===== src/rtl/alu_pkg.sv =====
// Shared definitions for the sequential ALU: opcode encodings and FSM states.
package alu_pkg;

  localparam logic [2:0] OP_ADD  = 3'd0;
  localparam logic [2:0] OP_SUB  = 3'd1;
  localparam logic [2:0] OP_NAND = 3'd2;
  localparam logic [2:0] OP_NOR  = 3'd3;
  localparam logic [2:0] OP_AND  = 3'd4;
  localparam logic [2:0] OP_OR   = 3'd5;
  localparam logic [2:0] OP_XOR  = 3'd6;
  localparam logic [2:0] OP_MUL  = 3'd7;

  // IDLE: output register empty; BUSY: multiply iterating; HOLD: result pending
  typedef enum logic [1:0] {
    IDLE = 2'd0,
    BUSY = 2'd1,
    HOLD = 2'd2
  } state_t;

endpackage


===== src/rtl/alu_seq_if.sv =====
// Operand/result handshake bundle for alu_seq. The slave modport is the ALU,
// the master modport is the operand source plus result consumer.
interface alu_seq_if #(
  parameter int unsigned WIDTH = 4
) ();

  logic             in_valid;
  logic             in_ready;
  logic [2:0]       op;
  logic [WIDTH-1:0] a;
  logic [WIDTH-1:0] b;
  logic             cin;
  logic             out_valid;
  logic             out_ready;
  logic [WIDTH-1:0] y;
  logic [WIDTH-1:0] y_hi;
  logic             cout;
  logic             zero;
  logic             neg;
  logic             ovf;

  modport master (
    output in_valid, op, a, b, cin, out_ready,
    input  in_ready, out_valid, y, y_hi, cout, zero, neg, ovf
  );

  modport slave (
    input  in_valid, op, a, b, cin, out_ready,
    output in_ready, out_valid, y, y_hi, cout, zero, neg, ovf
  );

endinterface


===== src/rtl/alu_core.sv =====
// Combinational datapath for the seven single-cycle opcodes. MUL is handled
// by the sequential unit in the top level, so this block returns zeros for it.
module alu_core
  import alu_pkg::*;
#(
  parameter int unsigned WIDTH = 4
) (
  input  logic [2:0]       op,
  input  logic [WIDTH-1:0] a,
  input  logic [WIDTH-1:0] b,
  input  logic             cin,
  output logic [WIDTH-1:0] y,
  output logic             cout,
  output logic             ovf
);

  logic [WIDTH:0] sum;
  logic [WIDTH:0] diff;

  // One extra bit so the top bit is carry-out for ADD and borrow-out for SUB
  assign sum  = {1'b0, a} + {1'b0, b} + {{WIDTH{1'b0}}, cin};
  assign diff = {1'b0, a} - {1'b0, b} - {{WIDTH{1'b0}}, cin};

  // Opcode select; signed overflow judged from operand and result sign bits
  always_comb begin
    y    = '0;
    cout = 1'b0;
    ovf  = 1'b0;
    case (op)
      OP_ADD: begin
        y    = sum[WIDTH-1:0];
        cout = sum[WIDTH];
        ovf  = (a[WIDTH-1] == b[WIDTH-1]) && (sum[WIDTH-1] != a[WIDTH-1]);
      end
      OP_SUB: begin
        y    = diff[WIDTH-1:0];
        cout = diff[WIDTH];
        ovf  = (a[WIDTH-1] != b[WIDTH-1]) && (diff[WIDTH-1] != a[WIDTH-1]);
      end
      OP_NAND: y = ~(a & b);
      OP_NOR:  y = ~(a | b);
      OP_AND:  y = a & b;
      OP_OR:   y = a | b;
      OP_XOR:  y = a ^ b;
      default: ;
    endcase
  end

endmodule


===== src/rtl/alu_seq.sv =====
// Handshaked sequential ALU: single-cycle logic/arithmetic via alu_core,
// WIDTH-cycle shift-add unsigned multiply, registered result and flags.
module alu_seq
  import alu_pkg::*;
#(
  parameter int unsigned WIDTH = 4
) (
  input logic      clk,
  input logic      rst,
  alu_seq_if.slave bus
);

  localparam int unsigned CW = $clog2(WIDTH);
  localparam logic [CW-1:0] LAST = CW'(WIDTH - 1);

  state_t state_q;
  state_t state_d;

  logic in_ready;
  logic accept;
  logic is_mul;
  logic load_alu;
  logic start_mul;
  logic last_step;

  logic [WIDTH-1:0] core_y;
  logic             core_cout;
  logic             core_ovf;

  logic [2*WIDTH-1:0] mcand_q;
  logic [WIDTH-1:0]   mplier_q;
  logic [2*WIDTH-1:0] acc_q;
  logic [2*WIDTH-1:0] acc_step;
  logic [CW-1:0]      cnt_q;

  logic [WIDTH-1:0] y_q;
  logic [WIDTH-1:0] y_hi_q;
  logic             cout_q;
  logic             zero_q;
  logic             neg_q;
  logic             ovf_q;

  alu_core #(
    .WIDTH(WIDTH)
  ) u_core (
    .op  (bus.op),
    .a   (bus.a),
    .b   (bus.b),
    .cin (bus.cin),
    .y   (core_y),
    .cout(core_cout),
    .ovf (core_ovf)
  );

  assign in_ready  = !rst && ((state_q == IDLE) || ((state_q == HOLD) && bus.out_ready));
  assign accept    = bus.in_valid && in_ready;
  assign is_mul    = (bus.op == OP_MUL);
  assign last_step = (state_q == BUSY) && (cnt_q == LAST);

  // Partial product after the current step; on the last step this is the full product
  assign acc_step  = mplier_q[0] ? (acc_q + mcand_q) : acc_q;

  // State register
  always_ff @(posedge clk) begin
    if (rst) begin
      state_q <= IDLE;
    end else begin
      state_q <= state_d;
    end
  end

  // Next-state and load strobes; accept can only fire in IDLE or a draining HOLD,
  // so it is handled once ahead of the per-state transitions
  always_comb begin
    state_d   = state_q;
    load_alu  = 1'b0;
    start_mul = 1'b0;
    if (accept) begin
      if (is_mul) begin
        state_d   = BUSY;
        start_mul = 1'b1;
      end else begin
        state_d   = HOLD;
        load_alu  = 1'b1;
      end
    end else begin
      case (state_q)
        BUSY:    if (last_step) state_d = HOLD;
        HOLD:    if (bus.out_ready) state_d = IDLE;
        default: ;
      endcase
    end
  end

  // Shift-add multiplier: multiplicand shifts left, multiplier shifts right
  always_ff @(posedge clk) begin
    if (rst) begin
      mcand_q  <= '0;
      mplier_q <= '0;
      acc_q    <= '0;
      cnt_q    <= '0;
    end else if (start_mul) begin
      mcand_q  <= {{WIDTH{1'b0}}, bus.a};
      mplier_q <= bus.b;
      acc_q    <= '0;
      cnt_q    <= '0;
    end else if (state_q == BUSY) begin
      acc_q    <= acc_step;
      mcand_q  <= {mcand_q[2*WIDTH-2:0], 1'b0};
      mplier_q <= mplier_q >> 1;
      cnt_q    <= cnt_q + CW'(1);
    end
  end

  // Output register: loaded only on entry to HOLD, otherwise held
  always_ff @(posedge clk) begin
    if (rst) begin
      y_q    <= '0;
      y_hi_q <= '0;
      cout_q <= 1'b0;
      zero_q <= 1'b0;
      neg_q  <= 1'b0;
      ovf_q  <= 1'b0;
    end else if (load_alu) begin
      y_q    <= core_y;
      y_hi_q <= '0;
      cout_q <= core_cout;
      zero_q <= (core_y == '0);
      neg_q  <= core_y[WIDTH-1];
      ovf_q  <= core_ovf;
    end else if (last_step) begin
      y_q    <= acc_step[WIDTH-1:0];
      y_hi_q <= acc_step[2*WIDTH-1:WIDTH];
      cout_q <= |acc_step[2*WIDTH-1:WIDTH];
      zero_q <= (acc_step == '0);
      neg_q  <= acc_step[WIDTH-1];
      ovf_q  <= 1'b0;
    end
  end

  assign bus.in_ready  = in_ready;
  assign bus.out_valid = (state_q == HOLD);
  assign bus.y         = y_q;
  assign bus.y_hi      = y_hi_q;
  assign bus.cout      = cout_q;
  assign bus.zero      = zero_q;
  assign bus.neg       = neg_q;
  assign bus.ovf       = ovf_q;

endmodule


===== src/flat_wrapper.sv =====
// flat-port wrapper written by rule: the top's interface ports become plain ports
module alu_seq_flat import alu_pkg::*;
#(
  parameter int unsigned WIDTH = 4
)
  (clk, rst, bus_in_valid, bus_op, bus_a, bus_b, bus_cin, bus_out_ready, bus_in_ready, bus_out_valid, bus_y, bus_y_hi, bus_cout, bus_zero, bus_neg, bus_ovf);
  alu_seq_if #(.WIDTH(WIDTH)) bus_i ();
  input logic clk;
  input logic rst;
  input wire logic [$bits(bus_i.in_valid)-1:0] bus_in_valid;
  input wire logic [$bits(bus_i.op)-1:0] bus_op;
  input wire logic [$bits(bus_i.a)-1:0] bus_a;
  input wire logic [$bits(bus_i.b)-1:0] bus_b;
  input wire logic [$bits(bus_i.cin)-1:0] bus_cin;
  input wire logic [$bits(bus_i.out_ready)-1:0] bus_out_ready;
  output wire logic [$bits(bus_i.in_ready)-1:0] bus_in_ready;
  output wire logic [$bits(bus_i.out_valid)-1:0] bus_out_valid;
  output wire logic [$bits(bus_i.y)-1:0] bus_y;
  output wire logic [$bits(bus_i.y_hi)-1:0] bus_y_hi;
  output wire logic [$bits(bus_i.cout)-1:0] bus_cout;
  output wire logic [$bits(bus_i.zero)-1:0] bus_zero;
  output wire logic [$bits(bus_i.neg)-1:0] bus_neg;
  output wire logic [$bits(bus_i.ovf)-1:0] bus_ovf;
  assign bus_i.in_valid = bus_in_valid;
  assign bus_i.op = bus_op;
  assign bus_i.a = bus_a;
  assign bus_i.b = bus_b;
  assign bus_i.cin = bus_cin;
  assign bus_i.out_ready = bus_out_ready;
  assign bus_in_ready = bus_i.in_ready;
  assign bus_out_valid = bus_i.out_valid;
  assign bus_y = bus_i.y;
  assign bus_y_hi = bus_i.y_hi;
  assign bus_cout = bus_i.cout;
  assign bus_zero = bus_i.zero;
  assign bus_neg = bus_i.neg;
  assign bus_ovf = bus_i.ovf;
  alu_seq #(.WIDTH(WIDTH)) u_core (.clk(clk), .rst(rst), .bus(bus_i));
endmodule

===== config.mk =====
export PLATFORM = sky130hd
export DESIGN_NAME = alu_seq_flat
export DESIGN_NICKNAME = d
export VERILOG_FILES = /design/src/rtl/alu_pkg.sv /design/src/rtl/alu_seq_if.sv /design/src/rtl/alu_core.sv /design/src/rtl/alu_seq.sv /design/src/flat_wrapper.sv
export SDC_FILE = /design/constraint.sdc
export NUM_CORES = 1
export LEC_CHECK = 0
export ABC_CLOCK_PERIOD_IN_PS = 4700
export BUFFER_PORTS_ARGS = -buffer_cell sky130_fd_sc_hd__buf_2
export CAP_MARGIN = 5
export CORE_MARGIN = 4
export CORE_UTILIZATION = 40
export DETAILED_ROUTE_END_ITERATION = 16
export MAX_ROUTING_LAYER = met4
export PLACE_DENSITY = 0.65
export SLEW_MARGIN = 30
export SYNTH_ARGS = -nofsm -noshare
export SYNTH_HDL_FRONTEND = slang
export SYNTH_SLANG_ARGS = --single-unit

===== constraint.sdc =====
create_clock -name clk -period 4.7 [get_ports clk]
set_clock_uncertainty 0.2 [all_clocks]
set_input_delay 0.94 -clock clk [delete_from_list [all_inputs] [get_ports clk]]
set_output_delay 0.94 -clock clk [all_outputs]
set_load 0.05 [all_outputs]

==> results of run 1 <==
report_power, final:
group          internal (W)  leakage (nW)  switching (W)
clock network      0.000103        0.0402       0.000116
registers          0.000306         0.283     0.00000832
logic             0.0000669         0.866       0.000117
flip-flops by register name, summed over array words and instances, names as in the netlist:
register and flops:
u_core.acc_q 8, u_core.bus.cout 1, u_core.bus.neg 1, u_core.bus.ovf 1, u_core.bus.y 3, u_core.bus.y_hi 4, u_core.bus.zero 1, u_core.cnt_q 2
u_core.mcand_q 8, u_core.mplier_q 4, u_core.state_q 2
metal layers:
| layer | global-route usage, % | share of wire [%] | vias up |
|---|---|---|---|
| li1 | - | - | 1200 |
| met1 | 21.02 | 47 | 1082 |
| met2 | 26.88 | 48 | 58 |
| met3 | 3.756 | 3.7 | 8 |
| met4 | 5.357 | 1.7 | 0 |
| met5 | - | 0 | - |
worst max-delay path by stage:
stage                     startpoint  cells after the start               to
after global placement       bus_cin                     10  u_core.bus.zero
after detailed placement     bus_cin                     10  u_core.bus.zero
after global routing        bus_b[0]                     11  u_core.bus.zero
after CTS                        rst                      4     bus_in_ready
after floorplan              bus_cin                      8  u_core.bus.zero
final                        bus_cin                     10  u_core.bus.zero
per-stage QoR:
stage / cell area (um2) / std cells
3_5_place_dp: 2855 / 413
5_1_grt: 2944 / 421
4_1_cts: 2944 / 421
2_1_floorplan: 2689 / 325
3_3_place_gp: 2855 / 413
6_report: 2944 / 421
cells in the mapped netlist (4+ instances only):
cell	instances	share of area (%)
nand2_1	14	2.0
mux2i_1	16	6.0
o21ai_0	14	2.6
nand2b_1	6	1.4
inv_1	25	3.5
dfxtp_1	35	26
nor3_1	7	1.3
a21oi_1	12	2.2
a21o_1	4	1.1
and2_1	4	0.93
fa_1	5	3.7
xnor2_1	6	2.0
ha_1	25	12
buf_2	6	1.1
a211oi_1	17	4.7
nand3_1	9	1.7
clkbuf_1	10	1.4
nor2_1	41	5.7
final cells by class:
class / count / area [um2]
fillers: 637 / 3478
clock buffers: 5 / 68.82
flip-flops and latches: 35 / 700.7
multi-input cells: 246 / 1812
well taps: 77 / 96.34
clock inverters: 3 / 20.02
inverters: 25 / 93.84
repair buffers: 30 / 152.6
cell families after synthesis:
| family | after synthesis |
|---|---|
| simple gates | 105 |
| xor+xnor | 9 |
| compound gates | 83 |
| fa+ha+maj | 30 |
| flops | 35 |
| mux | 19 |
| buf+inv | 44 |
critical path, delay by kind of cell:
| family | cells | cell delay, ps |
|---|---|---|
| buffers and inverters | 2 | 180 |
| AND/OR/NAND/NOR | 2 | 440 |
| adder cells (fa/ha/maj) | 2 | 750 |
| AO/OA/AOI/OAI | 4 | 670 |
==> flow_metrics.tcl, run 1 <==
set metrics [dict create \
    synth_compound_area_share_pct 22.20 \
    r2r-start "u_core.mcand_q[0]" \
    synth-simple-area-share_pct 19.68 \
    tightest_slew_ps 662.8 \
    worstSetupPathType "input port to flip-flop" \
    io_buffers 29 \
    synth_fp_nets 371 \
    vias 2348 \
    slowest_delay_ps 590 \
    syn_to_final_growth_pct 9.493 \
    hold_violations 0 \
    yosysSeqAreaShare_pct 26.06 \
    ff2ff_setup_slack_ps 2020 \
    worstPathRequired_ps 4680 \
    die_w_um 89.99 \
    drt_iter0_drc 105 \
    drive_gt1_share_pct 14.53 \
    hold_path_class "flip-flop to flip-flop" \
    dieArea_um2 8098 \
    finalMaxSlewViolations 0 \
    antenna_found_initial 0 \
    fin_setup_tns_ps 0 \
    arrival_ps 2980 \
    ys_ff_latch 35 \
    final_antenna_net_count 0 \
    cts.repair.resized 0 \
    cts_tree "yes" \
    grt_pass1_vias 2290 \
    synthFlopType "dfxtp_1" \
    synth_cells 325 \
    period_share_pct 63.84 \
    start_kind "input port" \
    total_power_w 0.0007177 \
    initial_core_util_pct 41.87 \
    synth_top_family_by_area "compound AO/OA/AOI/OAI gates" \
    ios 30 \
    finalNetCount 389 \
    coreArea_um2 6422 \
    cts-buffers-inserted 5 \
    synth-xor-area-share_pct 2.932 \
    synth-edff-count 0 \
    cts_root_buffer "clkbuf_8" \
    diodes 0 \
    slew_headroom_pct 55.75 \
    synth_adder_area_share_pct 15.36 \
    fin_util_pct 45.84 \
    crit_chain "buf_2, fa_1, inv_1, ha_1, o21ai_0, a21boi_0, nor3_1, a311oi_1, and4b_1, a211o_1" \
    syn_area_um2 2689 \
    wl_mm 6.337 \
    grt_max_degree 30 \
    grt_pass1_wl_mm 10.91 \
    cts_hold_buf 0 \
    maxCapViolations 0 \
    holdWs_ps 272.9 \
    avgSynthCellArea_um2 8.273 \
    synth_cell_type_count 58 \
    setup_ws_ps 1700 \
    rsz0062_at_grt "no" \
    synthMuxAreaShare_pct 7.213 \
    clk_pin_slew_worst_paths_ps 70 \
    dpl.hpwl_mm 4.868 \
    die-height_um 89.99 \
    min_to "u_core.bus.ovf" \
    num_rows 29 \
    post-route-min-period_ps 3000 \
    critPathMaxFanout 3 \
    timing.rr.end "u_core.bus.cout" \
    cts.sinks 35 \
    power_per_cell_area_nw_per_um2 243.8 \
    wl_per_cell_um 15.05 \
    grt_remaining_overflow 0 \
    final_cell_mix "nor2_1 (41), dfxtp_1 (35), buf_2 (29)" \
    gp_routability_congestion 0.8004 \
    power.leakage_nw 1.189 \
    slowest_stage "fa_1" \
    drtPass1Iterations 5 \
    worstHoldPathCells 2 \
    end_kind "flip-flop" \
    peakVddDrop_v 0.0001146 \
    timing.fmax_mhz 333.3 \
    reg2reg_depth 9 \
    cts_setup_buffers 0 \
    grtUsageTotal_pct 16.74 \
    finalSetupViolCount 0 \
    synthArstFlopShare_pct 0 \
    drc 0 \
    status "complete, no violations" \
    cts.htree.levels 2 \
    synth_warnings 0 \
    hold_path_startpoint "u_core.bus.ovf" \
    max-clock-path-buffers 2 \
    vias_per_cell 5.577 \
    clk_latency_ps 290 \
    post-place-ws_ps 1407 \
    layout_commonest_cell "nor2_1" \
]
Note: power is estimated with default switching activity, not from simulation.
==> run 2, diff against run 1 <==
--- a/config.mk
+++ b/config.mk
@@ -5,7 +5,8 @@
 export SDC_FILE = /design/constraint.sdc
 export NUM_CORES = 1
 export LEC_CHECK = 0
-export ABC_CLOCK_PERIOD_IN_PS = 4700
+export ABC_AREA = 1
+export ABC_CLOCK_PERIOD_IN_PS = 2800
 export BUFFER_PORTS_ARGS = -buffer_cell sky130_fd_sc_hd__buf_2
 export CAP_MARGIN = 5
 export CORE_MARGIN = 4
==> constraint.sdc (replaced) <==
create_clock -name clk -period 2.8 [get_ports clk]
set_clock_uncertainty 0.2 [all_clocks]
set_input_delay 0.56 -clock clk [delete_from_list [all_inputs] [get_ports clk]]
set_output_delay 0.56 -clock clk [all_outputs]
set_load 0.05 [all_outputs]
==> run 2 against run 1 <==
First-iteration DRC count grew 40%. Largest cell class unchanged. Cell count increased by 24%. Sequential power rose by 67%. Highest routed layer unchanged.
==> flow_metrics.tcl, run 2 <==
set metrics [dict create \
    end_kind "flip-flop" \
    synthFlopType "dfxtp_1" \
    peakVddDrop_v 0.0001972 \
    synth_cell_type_count 36 \
    diodes 0 \
    syn_to_final_growth_pct 10.53 \
    clk_latency_ps 290 \
    vias_per_cell 5.092 \
    die_w_um 90.66 \
    cts-buffers-inserted 5 \
    layout_commonest_cell "nand2_1" \
    synth_top_cell_by_area "dfxtp_1" \
    maxCapViolations 0 \
    cts_setup_buffers 0 \
    start_kind "input port" \
    clk_pin_slew_worst_paths_ps 90 \
    drtPass1Iterations 5 \
    synth_cells 417 \
    reg_top3 "u_core.acc_q x8, u_core.mcand_q x8" \
    initial_core_util_pct 42.07 \
    wl_per_cell_um 12.54 \
    hold_path_class "flip-flop to flip-flop" \
    gp_routability_congestion 0.9450 \
    cts_tree "yes" \
    nFillCells 678 \
    yosysSeqAreaShare_pct 25.64 \
    critPathMaxFanout 3 \
    grt_pass1_vias 2482 \
    vias 2663 \
    final_antenna_net_count 0 \
    synth-edff-count 0 \
    yosysTopAreaCellShare_pct 25.64 \
    holdWs_ps 264.6 \
    grt_pass1_wl_mm 11.42 \
    multi_input_area_um2 1697 \
    synth_top_family_by_area "simple AND/OR/NAND/NOR gates" \
    syn_area_um2 2733 \
    tightest_slew_ps 515.2 \
    place_area_um2 2928 \
    crit_chain "buf_2, fa_1, inv_1, ha_1, o21ai_0, nand3_1, nand2_1, nand2_1, nand2_1, nand3_1, o21ai_0, nand2_1, a21oi_1" \
    finalNetCount 491 \
    grt_max_degree 21 \
    synth-simple-area-share_pct 32.42 \
    post-route-min-period_ps 2422 \
    wl_mm 6.561 \
    final_cell_mix "nand2_1 (94), inv_1 (62), nor2_1 (56)" \
    rsz0062_at_grt "no" \
    power.leakage_nw 1.567 \
    max-clock-path-buffers 2 \
    grt_remaining_overflow 0 \
    avgSynthCellArea_um2 6.553 \
    die-height_um 90.66 \
    hold_violations 0 \
    fin_setup_tns_ps 0 \
    synthMuxAreaShare_pct 0 \
    synth_compound_area_share_pct 13.28 \
    num_rows 29 \
    synth_fp_nets 463 \
    ff_latch_area_um2 700.7 \
    finalMaxSlewViolations 0 \
    worstPathRequired_ps 2830 \
    cpMostUsedCell "nand2_1" \
    dpl.hpwl_mm 5.243 \
    ios 30 \
    synthTopCellsByCount "nand2_1 (94), inv_1 (62), nor2_1 (56)" \
    drc 0 \
    coreArea_um2 6495 \
    io_buffers 29 \
    slowest_stage "fa_1" \
    power_per_cell_area_nw_per_um2 409.8 \
    cts.repair.resized 0 \
    slowest_delay_ps 600 \
    finalSetupViolCount 0 \
    timing.fmax_mhz 412.9 \
    cts.sinks 35 \
    stdcell_area_um2 3020 \
    synthArstFlopShare_pct 0 \
    drive_gt1_share_pct 13.23 \
    worstSetupPathType "input port to flip-flop" \
    cts_hold_buf 0 \
    ys_ff_latch 35 \
    synth-xor-area-share_pct 1.282 \
    status "complete, no violations" \
    cts_root_buffer "clkbuf_8" \
    dieArea_um2 8218 \
    cts.htree.levels 2 \
    yosysMostFrequentCell "nand2_1" \
    synth_warnings 0 \
    grtUsageTotal_pct 17.09 \
    antenna_found_initial 0 \
    period_share_pct 86.49 \
    synth_adder_area_share_pct 15.11 \
    fin_util_pct 46.50 \
    synth.area.top_cells "dfxtp_1 (26%), nand2_1 (13%), ha_1 (11%), inv_1 (8.5%), nor2_1 (7.7%)" \
    slew_headroom_pct 65.62 \
    arrival_ps 2450 \
    drt_iter0_drc 147 \
]
run 2: cell types whose count changed after synthesis, moves of 15 or more:
| cell | previous run | this run |
|---|---|---|
| nand3_1 | 9 | 31 |
| a211oi_1 | 17 | 0 |
| inv_1 | 25 | 62 |
| nand2_1 | 14 | 94 |
| mux2i_1 | 16 | 0 |
| nor2_1 | 41 | 56 |
run 2: path summary, 6_finish.rpt:
kind | startpoint | end | cells past startpoint | slack, ps
setup / recovery | bus_cin | u_core.bus.ovf | 13 | 380
hold / removal | u_core.bus.ovf | u_core.bus.ovf | 2 | 260
setup reg to reg | u_core.mcand_q[0] | u_core.bus.cout | 15 | 560
hold reg to reg | u_core.bus.ovf | u_core.bus.ovf | 2 | 260
run 2: report_power, final:
| part | leakage, nW | switching, W | internal [W] | total (W) |
|---|---|---|---|---|
| combinational | 1.24 | 0.000232 | 0.000104 | 0.000336 |
| sequential | 0.283 | 0.0000101 | 0.000513 | 0.000523 |
| clock | 0.0408 | 0.000201 | 0.000178 | 0.000379 |
run 2: worst max-delay path: cells and delay by family:
kind	cells	cell delay (ps)
simple gates	6	420
compound gates	3	500
fa+ha+maj	2	770
buf+inv	2	180
run 2: kinds of logic (layout without fill, tap and decap cells):
group                      count (synthesis)  in the layout
buffers and inverters                     81            110
AOI/OAI and AO/OA                         65             65
and+or+nand+nor                          202            202
adders and majority gates                 30             30
xor gates and xnor gates                   4              4
DFF                                       35             35
run 2: stage by stage:
step / total power (W) / cells / setup WS (ps)
after CTS: 0.001251 / 523 / 369.5
after floorplan: 0.0007902 / 417 / 272.0
final: 0.001238 / 523 / 378.3
after global placement: 0.0008620 / 515 / 139.0
after detailed placement: 0.0008702 / 515 / 66.56
after global routing: 0.001314 / 523 / 182.2
run 2: cell type report:
cell class / count / area share [%]
inverter: 70 / 8.824
tap: 77 / 3.190
clock inverter: 3 / 0.7871
multi-input combinational: 301 / 56.17
timing repair buffer: 32 / 5.551
sequential: 35 / 23.20
clock buffer: 5 / 2.278
run 2: layer usage:
layer	part of all wire (%)	global-route usage, %
met1	46	20.98
met2	49	28.72
met3	3.8	2.917
met4	1.3	4.974
met5	0	-
==> run 3, diff against run 2 <==
--- a/config.mk
+++ b/config.mk
@@ -5,15 +5,14 @@
 export SDC_FILE = /design/constraint.sdc
 export NUM_CORES = 1
 export LEC_CHECK = 0
-export ABC_AREA = 1
 export ABC_CLOCK_PERIOD_IN_PS = 2800
 export BUFFER_PORTS_ARGS = -buffer_cell sky130_fd_sc_hd__buf_2
 export CAP_MARGIN = 5
 export CORE_MARGIN = 4
-export CORE_UTILIZATION = 40
+export CORE_UTILIZATION = 45
 export DETAILED_ROUTE_END_ITERATION = 16
 export MAX_ROUTING_LAYER = met4
-export PLACE_DENSITY = 0.65
+export PLACE_DENSITY = 0.71
 export SLEW_MARGIN = 30
 export SYNTH_ARGS = -nofsm -noshare
 export SYNTH_HDL_FRONTEND = slang
==> run 3 against run 2 <==
Sequential power grew 0.8%. Cell count shrank 17%. Via count shrank 7.6%. Final area grew 2.8%. Power grew 7.4%. Largest cell class unchanged.
==> flow_metrics.tcl, run 3 (synthesis gave the netlist of run 1 again) <==
set metrics [dict create \
    vias_per_cell 5.697 \
    drive_gt1_share_pct 18.61 \
    worstSetupPathType "input port to flip-flop" \
    drc 0 \
    stdcell_area_um2 3105 \
    tightest_slew_ps 420.8 \
    post-place-ws_ps -118.8 \
    arrival_ps 2600 \
    drtPass1Iterations 5 \
    diodes 0 \
    cts-buffers-inserted 5 \
    syn_to_final_growth_pct 15.50 \
    cts_tree "yes" \
    drt_iter0_drc 134 \
    dieArea_um2 7276 \
    die-height_um 85.30 \
    end_kind "flip-flop" \
    nFillCells 522 \
    grt_max_degree 22 \
    cts_root_buffer "clkbuf_8" \
    fin_util_pct 55.05 \
    critPathMaxFanout 2 \
    layout_commonest_cell "nor2_1" \
    clk_latency_ps 290 \
    final_cell_mix "nor2_1 (41), dfxtp_1 (35), buf_2 (29)" \
    rsz0062_at_grt "no" \
    clk_pin_slew_worst_paths_ps 60 \
    slowest_delay_ps 450 \
    worstPathRequired_ps 2780 \
    wl_mm 6.327 \
    grt_remaining_overflow 0 \
    grt_pass1_wl_mm 10.85 \
    setup_ws_ps 178.9 \
    grt_pass1_vias 2324 \
    crit_chain "buf_2, inv_1, fa_1, inv_1, fa_1, nor3b_1, a31oi_1, o22ai_1, nor2_1, and4b_1, a211o_1" \
    gp_routability_congestion 0.8801 \
    finalSetupViolCount 0 \
    finalNetCount 405 \
    die_w_um 85.30 \
    cts_hold_buf 0 \
    dpl.cell_count 424 \
    cts.sinks 35 \
    timing.fmax_mhz 381.5 \
    finalMaxSlewViolations 0 \
    hold_violations 0 \
    grtUsageTotal_pct 18.74 \
    place_area_um2 2982 \
    initial_core_util_pct 47.66 \
    num_rows 27 \
    path_buf_inv 3 \
    hold_path_class "flip-flop to flip-flop" \
    dpl.hpwl_mm 4.954 \
    reg_top3 "u_core.acc_q x8, u_core.mcand_q x8" \
    antenna_found_initial 0 \
    wl_per_cell_um 14.65 \
    cts.htree.levels 2 \
    maxCapViolations 0 \
    coreArea_um2 5642 \
    total_power_w 0.001329 \
    period_share_pct 93.61 \
    critical_path.top_delay_family "adder cells" \
    slowest_stage "fa_1" \
    power.leakage_nw 1.296 \
    max-clock-path-buffers 2 \
    power_per_cell_area_nw_per_um2 428.0 \
    status "complete, no violations" \
    ios 30 \
    final_antenna_net_count 0 \
    start_kind "input port" \
    post-route-min-period_ps 2621 \
    vias 2461 \
    fin_cells 432 \
    io_buffers 29 \
    slew_headroom_pct 71.73 \
    peakVddDrop_v 0.0002015 \
]
run 3: final timing paths:
kind	endpoint	depth (start not counted)	slack, ps	from
min reg2reg	u_core.bus.ovf	2	280	u_core.bus.ovf
max	u_core.bus.zero	11	180	bus_cin
max reg2reg	u_core.bus.zero	7	250	u_core.acc_q[4]
min	u_core.bus.ovf	2	280	u_core.bus.ovf
run 3: cell type report:
cell class / instances / area, um2 / share of cell area (%)
clock buffer: 6 / 82.58 / 2.659
inverter: 25 / 93.84 / 3.022
multi-input combinational: 246 / 1818 / 58.54
clock inverter: 2 / 35.03 / 1.128
sequential: 35 / 700.7 / 22.56
tap: 72 / 90.09 / 2.901
timing repair buffer: 46 / 285.3 / 9.186
run 3: what timing repair did:
item                       CTS  global route
setup buffers                0             0
resized for setup            0             1
setup endpoints to repair    0             2
run 3: power by group:
group,switching (W),internal (W),total (W)
registers,0.0000130,0.000514,0.000527
clock network,0.000184,0.000288,0.000472
logic,0.000201,0.000130,0.000331
total,0.000398,0.000931,0.00133
run 3: worst reg2reg max path: stages (launching register included):
cell	delay [ps]
dfxtp_1	340
ha_1	400
a211oi_2	310
nor2_1	100
or4_1	510
o211a_2	160
and4_4	170
a211o_1	250
run 3: metal layers:
| metal | GRT usage, % | up-vias | wire length, um |
|---|---|---|---|
| met1 | 23.51 | 1123 | 2888 |
| met2 | 29.59 | 88 | 2966 |
| li1 | - | 1232 | - |
| met5 | - | - | 0 |
| met3 | 3.398 | 18 | 313 |
| met4 | 7.626 | 0 | 159 |
run 3: stage by stage:
stage	hold WS (ps)	setup TNS (ps)
finish	276.3	0
global route	304.4	0
CTS	275.7	0
detailed placement	267.1	-118.8
global placement	258.1	-60.32
floorplan	264.7	0
